`src/rtl/traffic_pkg.sv`:
```
// Shared types and constants for the four-way traffic-light controller.
package traffic_pkg;

  // Phase states of the intersection controller.
  typedef enum logic [3:0] {
    st_idle,
    st_ns_left,
    st_ns_green,
    st_ns_yellow,
    st_ns_allred,
    st_ew_left,
    st_ew_green,
    st_ew_yellow,
    st_ew_allred
  } state_t;

  // Car nibble codes, bit order {left arrow, green, yellow, red}.
  localparam logic [3:0] car_red    = 4'b0001;
  localparam logic [3:0] car_left   = 4'b1001;
  localparam logic [3:0] car_green  = 4'b0100;
  localparam logic [3:0] car_yellow = 4'b0010;

  // Crosswalk codes, bit order {walk, dont_walk}.
  localparam logic [1:0] walk_on   = 2'b10;
  localparam logic [1:0] walk_stop = 2'b01;

  // Default phase durations in clock cycles.
  localparam int unsigned def_left_cyc   = 8;
  localparam int unsigned def_green_cyc  = 20;
  localparam int unsigned def_yellow_cyc = 5;
  localparam int unsigned def_allred_cyc = 2;

endpackage

```
`src/rtl/traffic_phase_timer.sv`:
```
// 8-bit phase counter: cleared on reset or clear, otherwise counts up;
// done flags the cycle in which the count reaches the terminal value.
module phase_timer (
  input  logic       clk,
  input  logic       rst,
  input  logic       clear,
  input  logic [7:0] term,
  output logic       done
);

  logic [7:0] count;

  // Count cycles within the current phase; restart on every phase change.
  always_ff @(posedge clk) begin
    if (rst || clear) begin
      count <= 8'd0;
    end else begin
      count <= count + 8'd1;
    end
  end

  assign done = (count == term);

endmodule

```
`src/rtl/traffic_top.sv`:
```
// Four-way intersection controller: cycles NS then EW through
// left / green / yellow / all-red, with crosswalks walking on green.
// All lights are decoded from the registered phase state only.
module traffic_top
  import traffic_pkg::*;
#(
  parameter int unsigned LEFT_CYC   = def_left_cyc,
  parameter int unsigned GREEN_CYC  = def_green_cyc,
  parameter int unsigned YELLOW_CYC = def_yellow_cyc,
  parameter int unsigned ALLRED_CYC = def_allred_cyc
) (
  input  logic        clk,
  input  logic        reset_n,   // active-high synchronous reset despite the name
  input  logic        i_start,
  output logic [15:0] o_ct,
  output logic [7:0]  o_wt
);

  // A phase ends in the cycle where the counter equals duration - 1.
  localparam logic [7:0] left_term   = 8'(LEFT_CYC - 1);
  localparam logic [7:0] green_term  = 8'(GREEN_CYC - 1);
  localparam logic [7:0] yellow_term = 8'(YELLOW_CYC - 1);
  localparam logic [7:0] allred_term = 8'(ALLRED_CYC - 1);

  state_t     state;
  state_t     state_next;
  logic [7:0] term;
  logic       done;
  logic       clear;

  // Hold the counter at zero in idle and restart it on every phase change.
  assign clear = (state_next != state) || (state == st_idle);

  phase_timer u_timer (
    .clk   (clk),
    .rst   (reset_n),
    .clear (clear),
    .term  (term),
    .done  (done)
  );

  // Phase state register; reset always returns to idle.
  always_ff @(posedge clk) begin
    if (reset_n) begin
      state <= st_idle;
    end else begin
      state <= state_next;
    end
  end

  // Select the terminal count for the phase being timed.
  always_comb begin
    term = 8'd0;
    case (state)
      st_ns_left,   st_ew_left:   term = left_term;
      st_ns_green,  st_ew_green:  term = green_term;
      st_ns_yellow, st_ew_yellow: term = yellow_term;
      st_ns_allred, st_ew_allred: term = allred_term;
      default:                    term = 8'd0;
    endcase
  end

  // Next-phase logic: start is only looked at in idle; afterwards loop forever.
  always_comb begin
    state_next = state;
    case (state)
      st_idle:      if (i_start) state_next = st_ns_left;
      st_ns_left:   if (done)    state_next = st_ns_green;
      st_ns_green:  if (done)    state_next = st_ns_yellow;
      st_ns_yellow: if (done)    state_next = st_ns_allred;
      st_ns_allred: if (done)    state_next = st_ew_left;
      st_ew_left:   if (done)    state_next = st_ew_green;
      st_ew_green:  if (done)    state_next = st_ew_yellow;
      st_ew_yellow: if (done)    state_next = st_ew_allred;
      st_ew_allred: if (done)    state_next = st_ns_left;
      default:                   state_next = st_idle;
    endcase
  end

  logic [3:0] car_ns;
  logic [3:0] car_ew;
  logic [1:0] walk_ns;
  logic [1:0] walk_ew;

  // Decode lights from state; anything not named shows red / stop.
  always_comb begin
    car_ns  = car_red;
    car_ew  = car_red;
    walk_ns = walk_stop;
    walk_ew = walk_stop;
    case (state)
      st_ns_left:   car_ns = car_left;
      st_ns_green:  begin car_ns = car_green; walk_ns = walk_on; end
      st_ns_yellow: car_ns = car_yellow;
      st_ew_left:   car_ew = car_left;
      st_ew_green:  begin car_ew = car_green; walk_ew = walk_on; end
      st_ew_yellow: car_ew = car_yellow;
      default:      ;
    endcase
  end

  assign o_ct = {car_ns, car_ew, car_ns, car_ew};
  assign o_wt = {walk_ns, walk_ew, walk_ns, walk_ew};

endmodule

```
`config.mk`:
```
export PLATFORM = sky130hd
export DESIGN_NAME = traffic_top
export DESIGN_NICKNAME = d
export VERILOG_FILES = /design/src/rtl/traffic_pkg.sv /design/src/rtl/traffic_phase_timer.sv /design/src/rtl/traffic_top.sv
export SDC_FILE = /design/constraint.sdc
export NUM_CORES = 1
export LEC_CHECK = 0
export CAP_MARGIN = 20
export CORE_MARGIN = 2
export CORE_UTILIZATION = 50
export DETAILED_ROUTE_END_ITERATION = 12
export GPL_TIMING_DRIVEN = 0
export PLACE_DENSITY = 0.81
export SLEW_MARGIN = 5
export SYNTH_ARGS = -nofsm -noshare
export SYNTH_HDL_FRONTEND = slang
export SYNTH_SLANG_ARGS = --single-unit
```
`constraint.sdc`:
```
create_clock -name clk -period 5.33 [get_ports clk]
set_input_delay 1.066 -clock clk [delete_from_list [all_inputs] [get_ports clk]]
set_output_delay 1.066 -clock clk [all_outputs]
set_load 0.05 [all_outputs]
```
# Word-level counts from Yosys, hierarchy flattened
# Memories as Yosys holds them, arrays and structs flattened. A register that Yosys moved wholly into a read port is not among the register bits.
# Cells that the tools add are included.
# totals
input_bits,3
mem_count,1
rom_bits,64
regBits,12
wordCells,32
out_inout_bits,24
# classes
addsub,1
reduce_logical,3
n_eq_ne,10
muxes,15
# mem_list
name,depth,word_bits,rd,rd_ports_with_merged_regs,write_ports,line_no,rtl
(no name shown),16,4,1,1,0,traffic_top.sv:54,case (state)
# ops
op,count
2-to-1 mux 4 bit,10
one-hot mux 4 bit (9 select lines),1
one-hot mux 4 bit (3 select lines),2
== test 4 x 3 -> 1 bit (second input constant),4
adder 8 x 1 -> 8 bit (second input constant),1
== test 4 x 2 -> 1 bit (second input constant),2
== test 8 bit,1
== test 4 x 1 -> 1 bit (second input constant),1
== test 4 bit (second input constant),1
logical NOT 4 bit,1
2-to-1 mux 2 bit,2
inequality test 4 bit,1
logical OR 1 bit,2

# Depth between registers and ports, before layout
# depth
ltp_word,6
depth_mapped,11
ltp_nobuf,10

# By module
# A second synthesis with hierarchy kept.
# unflattened
hier_cells,123
area_unflattened_um2,1074.8
# by_module_without_submodules
mod,area_each_um2,cells_each,seq_area_each_um2,n_inst
traffic_top,669.4,76,160.2,1
phase_timer,405.4,47,160.2,1

# Least setup slack after synthesis
# OpenSTA, ideal clock, no wires.
# synth_timing
path_type,reg2out
from,register state[0]
to,output port o_ct[11]
path_slack_ps,1590
arrival_time_ps,2674
stages_incl_launch_ff,5
path_buffers,2
cell_sequence,dfxtp_1 -> buf_6 -> inv_1 -> nor4b_1 -> buf_4
# synth_between
elab_chain_len,2
elab_cells_between_ends,4
cone_classes,3 x eq/ne; 1 x mux
# synth_rtl
item,line_no,rtl
"start, declared",traffic_top.sv:25,state_t state;
"start signal, assigned",traffic_top.sv:45,state <= st_idle;
"start signal, assigned",traffic_top.sv:47,state <= state_next;
== test 4 x 3 -> 1 bit,traffic_top.sv:91,case (state)
one-hot mux 4 bit (3 select lines) (*),traffic_top.sv:91,
"end, declared",traffic_top.sv:15,"output logic [15:0] o_ct,"
# Every way passes the cells marked *; elsewhere a longest branch is shown, timed or not.

# Final worst setup path
# layout_timing
from,register state[3]
to,output port o_wt[3]
# layout_between
elab_chain_len,2
# layout_rtl
item,line_no,rtl
== test 4 x 2 -> 1 bit,traffic_top.sv:91,
2-to-1 mux 2 bit,traffic_top.sv:91,
"end, declared",traffic_top.sv:16,output logic [7:0] o_wt
# Every way passes these cells.

==> results.md <==
- Status: completed
- Die Y: 50.6 um
- RePlAce Congestion: just over 0.8
- Latest clock arrival within the worst-skew pair: around 0.29 ns
- CP Class: flip-flop to output port
- Internal: 312 uW
- H-tree Lvls: 1
- Row count: 16
- Reg power frac: between 20% and 30%
- Post-detail-place hpwl: about 1700 um
- Final setup fails: 0
- Post_cts resized: 0
- Post-synth EDFFs: 0
- Top_reg_cell synth: dfxtp_1
- Slew of the pin with the lowest slew margin: ~0.7 ns
- Gr ovfl total: 0
- WP data arrival: about 2.3 ns
- Async S/R FF share, synth: 0%
- Clock transition at path regs: 0.10 ns
- Place WS: 2.25 ns
- Worst Path Max Fanout: 10
- YS warnings: 0
- Endpoints failing hold: 0
- Mapped Area: about 1100 um^2
- Max Slew Vio Count: 0
- Drt pass-1 iters: 4
- Clock power frac: 13.7%
- Clk sink count: 16
- Number of port buffers: 26
- Total CTS buffers: 3
- Pleak: 0.572 nW
- Synth unique cells: 40
- Core Area: 2000 um^2
- Worst IR drop on VDD: 0.290 mV
- Setup TNS: 0 ns
- Fraction of layout cells with a size suffix above 1: about a fifth
- Routed WL: approximately 2200 um
- Period utilization: 63.8%
- Die width: 50.6 um
- Buffer count from post-CTS setup fixing: 0
- Critical Path Slowest Stage Cell: clkdlybuf4s50_1
- Sequential share of the synthesized area: between 20% and 30%
- Min-Delay Path Class: flip-flop to flip-flop
- Final min period: ~3.4 ns
- Comb power frac: 60.3%
- Switching share of total power: 46.9%
- Fin nets: 162
- Per-cell routed wire length: approximately 12 um
- Avg Cell Area, Syn: roughly 8.7 um^2
- I/O pins: 27
- Syn nets: between 100 and 150
- Top post-synthesis cells by count: dfxtp_1, nor2_1, buf_4, inv_1
- Initial antenna violation count: 0
- Crit path cell chain: clkbuf_1 -> nor2b_1 -> nand2b_1 -> nand2b_1 -> inv_1 -> buf_4 -> clkdlybuf4s50_1
- Die area: roughly 2600 um^2
- Global-route wire length before repair: between 3000 and 4000 um
- Root Buffer Master: clkbuf_4
- Via density: 5.14
- Sw power: approximately 280 uW
- Layout fillers: roughly 170
- RSZ-0062 raised after global routing: no
- 1st-iter DRT viols: 8
- Largest net degree at the start of global routing: 11
- Gr usage total: 18.0%
- Worst rel slew slack: roughly 53%
- Synth top area share: a little under 30%
- Number of global-route vias before repair: 810
- Max_cap viols: 0
- CTS Hold Bufs: 0
- Setup Skew: ~0.014 ns
- CTS tree: built
- Routed Antenna Nets: 0
- Crit path largest cell delay: slightly below 0.8 ns
- Final setup margin: a little under 2 ns
- Cells after synthesis: ~120
- # DRC: 0
- Crit end category: output port
- Pwr Density: 415 nW/um^2
- P&R area growth vs syn: 30.5%
- CTS max path bufs: 2
- Ant diodes: 0
- Worst Setup Start Kind: flip-flop
- Fmax: 294 MHz
- Ranking of synthesized cells by area: dfxtp_1, buf_4, nor2_1
- Critical Path RT: between 4 and 5 ns
- Most used cell, CP: nand2b_1
- Yosys top cell by area: dfxtp_1
- Via count: ~930
- Synthesis-stage register bit count: 16
- Starting Density: 54.2%
worst max-delay path, delay by kind of cell, from the launching register on:
| kind | cells | cell delay, ns |
|---|---|---|
| buffers and inverters | 4 | 1.23 |
| and+or+nand+nor | 3 | 0.50 |
| DFF | 1 | 0.33 |
per-layer routing:
layer | global-route usage, % | routed length, um | up-vias
li1 | - | - | 476
met1 | 22.2 | 990 | 425
met2 | 31.6 | 1060 | 28
met3 | 4.17 | 110 | 2
met4 | 4.05 | 14 | 0
met5 | 0 | 0 | -
per-stage QoR:
step	area (um^2)	cells	power [mW]	hold WS, ns	util (%)
global placement	1380	177	0.499	0.490	68.9
global route	1420	181	0.616	0.557	70.7
detailed placement	1380	177	0.505	0.499	68.9
floorplan	1080	124	0.424	0.460	-
CTS	1420	181	0.585	0.523	70.7
finish	1420	181	0.587	0.521	70.7
kinds of logic after synthesis:
group | count (synthesis) | share of synthesized area, %
AND/OR/NAND/NOR | 49 | 27.5
buffers and inverters | 25 | 14.8
AO/OA/AOI/OAI | 17 | 13.0
flip-flops | 16 | 29.5
XOR/XNOR | 12 | 9.69
adder cells (fa/ha/maj) | 4 | 4.61
multiplexers | 1 | 0.923
power by group through the flow:
stage | Sequential [mW] | Combinational (mW) | Clock (mW)
CTS | 0.153 | 0.352 | 0.0806
global placement | 0.155 | 0.345 | 0
global route | 0.155 | 0.376 | 0.0849
detailed placement | 0.155 | 0.350 | 0
finish | 0.153 | 0.354 | 0.0801
floorplan | 0.153 | 0.271 | 0
worst paths after layout:
kind                       to  slack, ns              from  cells past startpoint
min          u_timer.count[0]       0.52  u_timer.count[0]                      1
min reg2reg  u_timer.count[0]       0.52  u_timer.count[0]                      1
max                   o_wt[3]       1.93          state[3]                      7
max reg2reg           term[0]       2.59  u_timer.count[7]                     10
final cells by class:
type,instances,area [um^2],share of cell area (%)
Buffer,18,134,9.46
Clock buffer,4,36.3,2.56
Inverter,7,26.3,1.86
Multi-Input combinational cell,83,604,42.7
Sequential cell,16,320,22.6
Tap cell,27,33.8,2.39
Timing Repair Buffer,26,260,18.4
flip-flops by register name, indices dropped and copies added (netlist names):
signal	cells
term	4
state	4
u_timer.count	8
layout by cell type (no fill, tap or decap), types with 2 or more instances in the layout:
cell type / count
o31ai_1: 2
nor2_1: 16
buf_2: 2
a21oi_1: 5
ha_1: 4
nand3_1: 5
nor3_1: 5
buf_4: 13
nor4_4: 2
xor2_1: 6
clkbuf_4: 3
buf_6: 2
nand2_1: 4
nor2b_1: 2
dfxtp_1: 16
xnor2_1: 6
clkdlybuf4s50_1: 26
nand2b_1: 3
inv_1: 7
and3_1: 2
(Power assumes the default switching activity.)
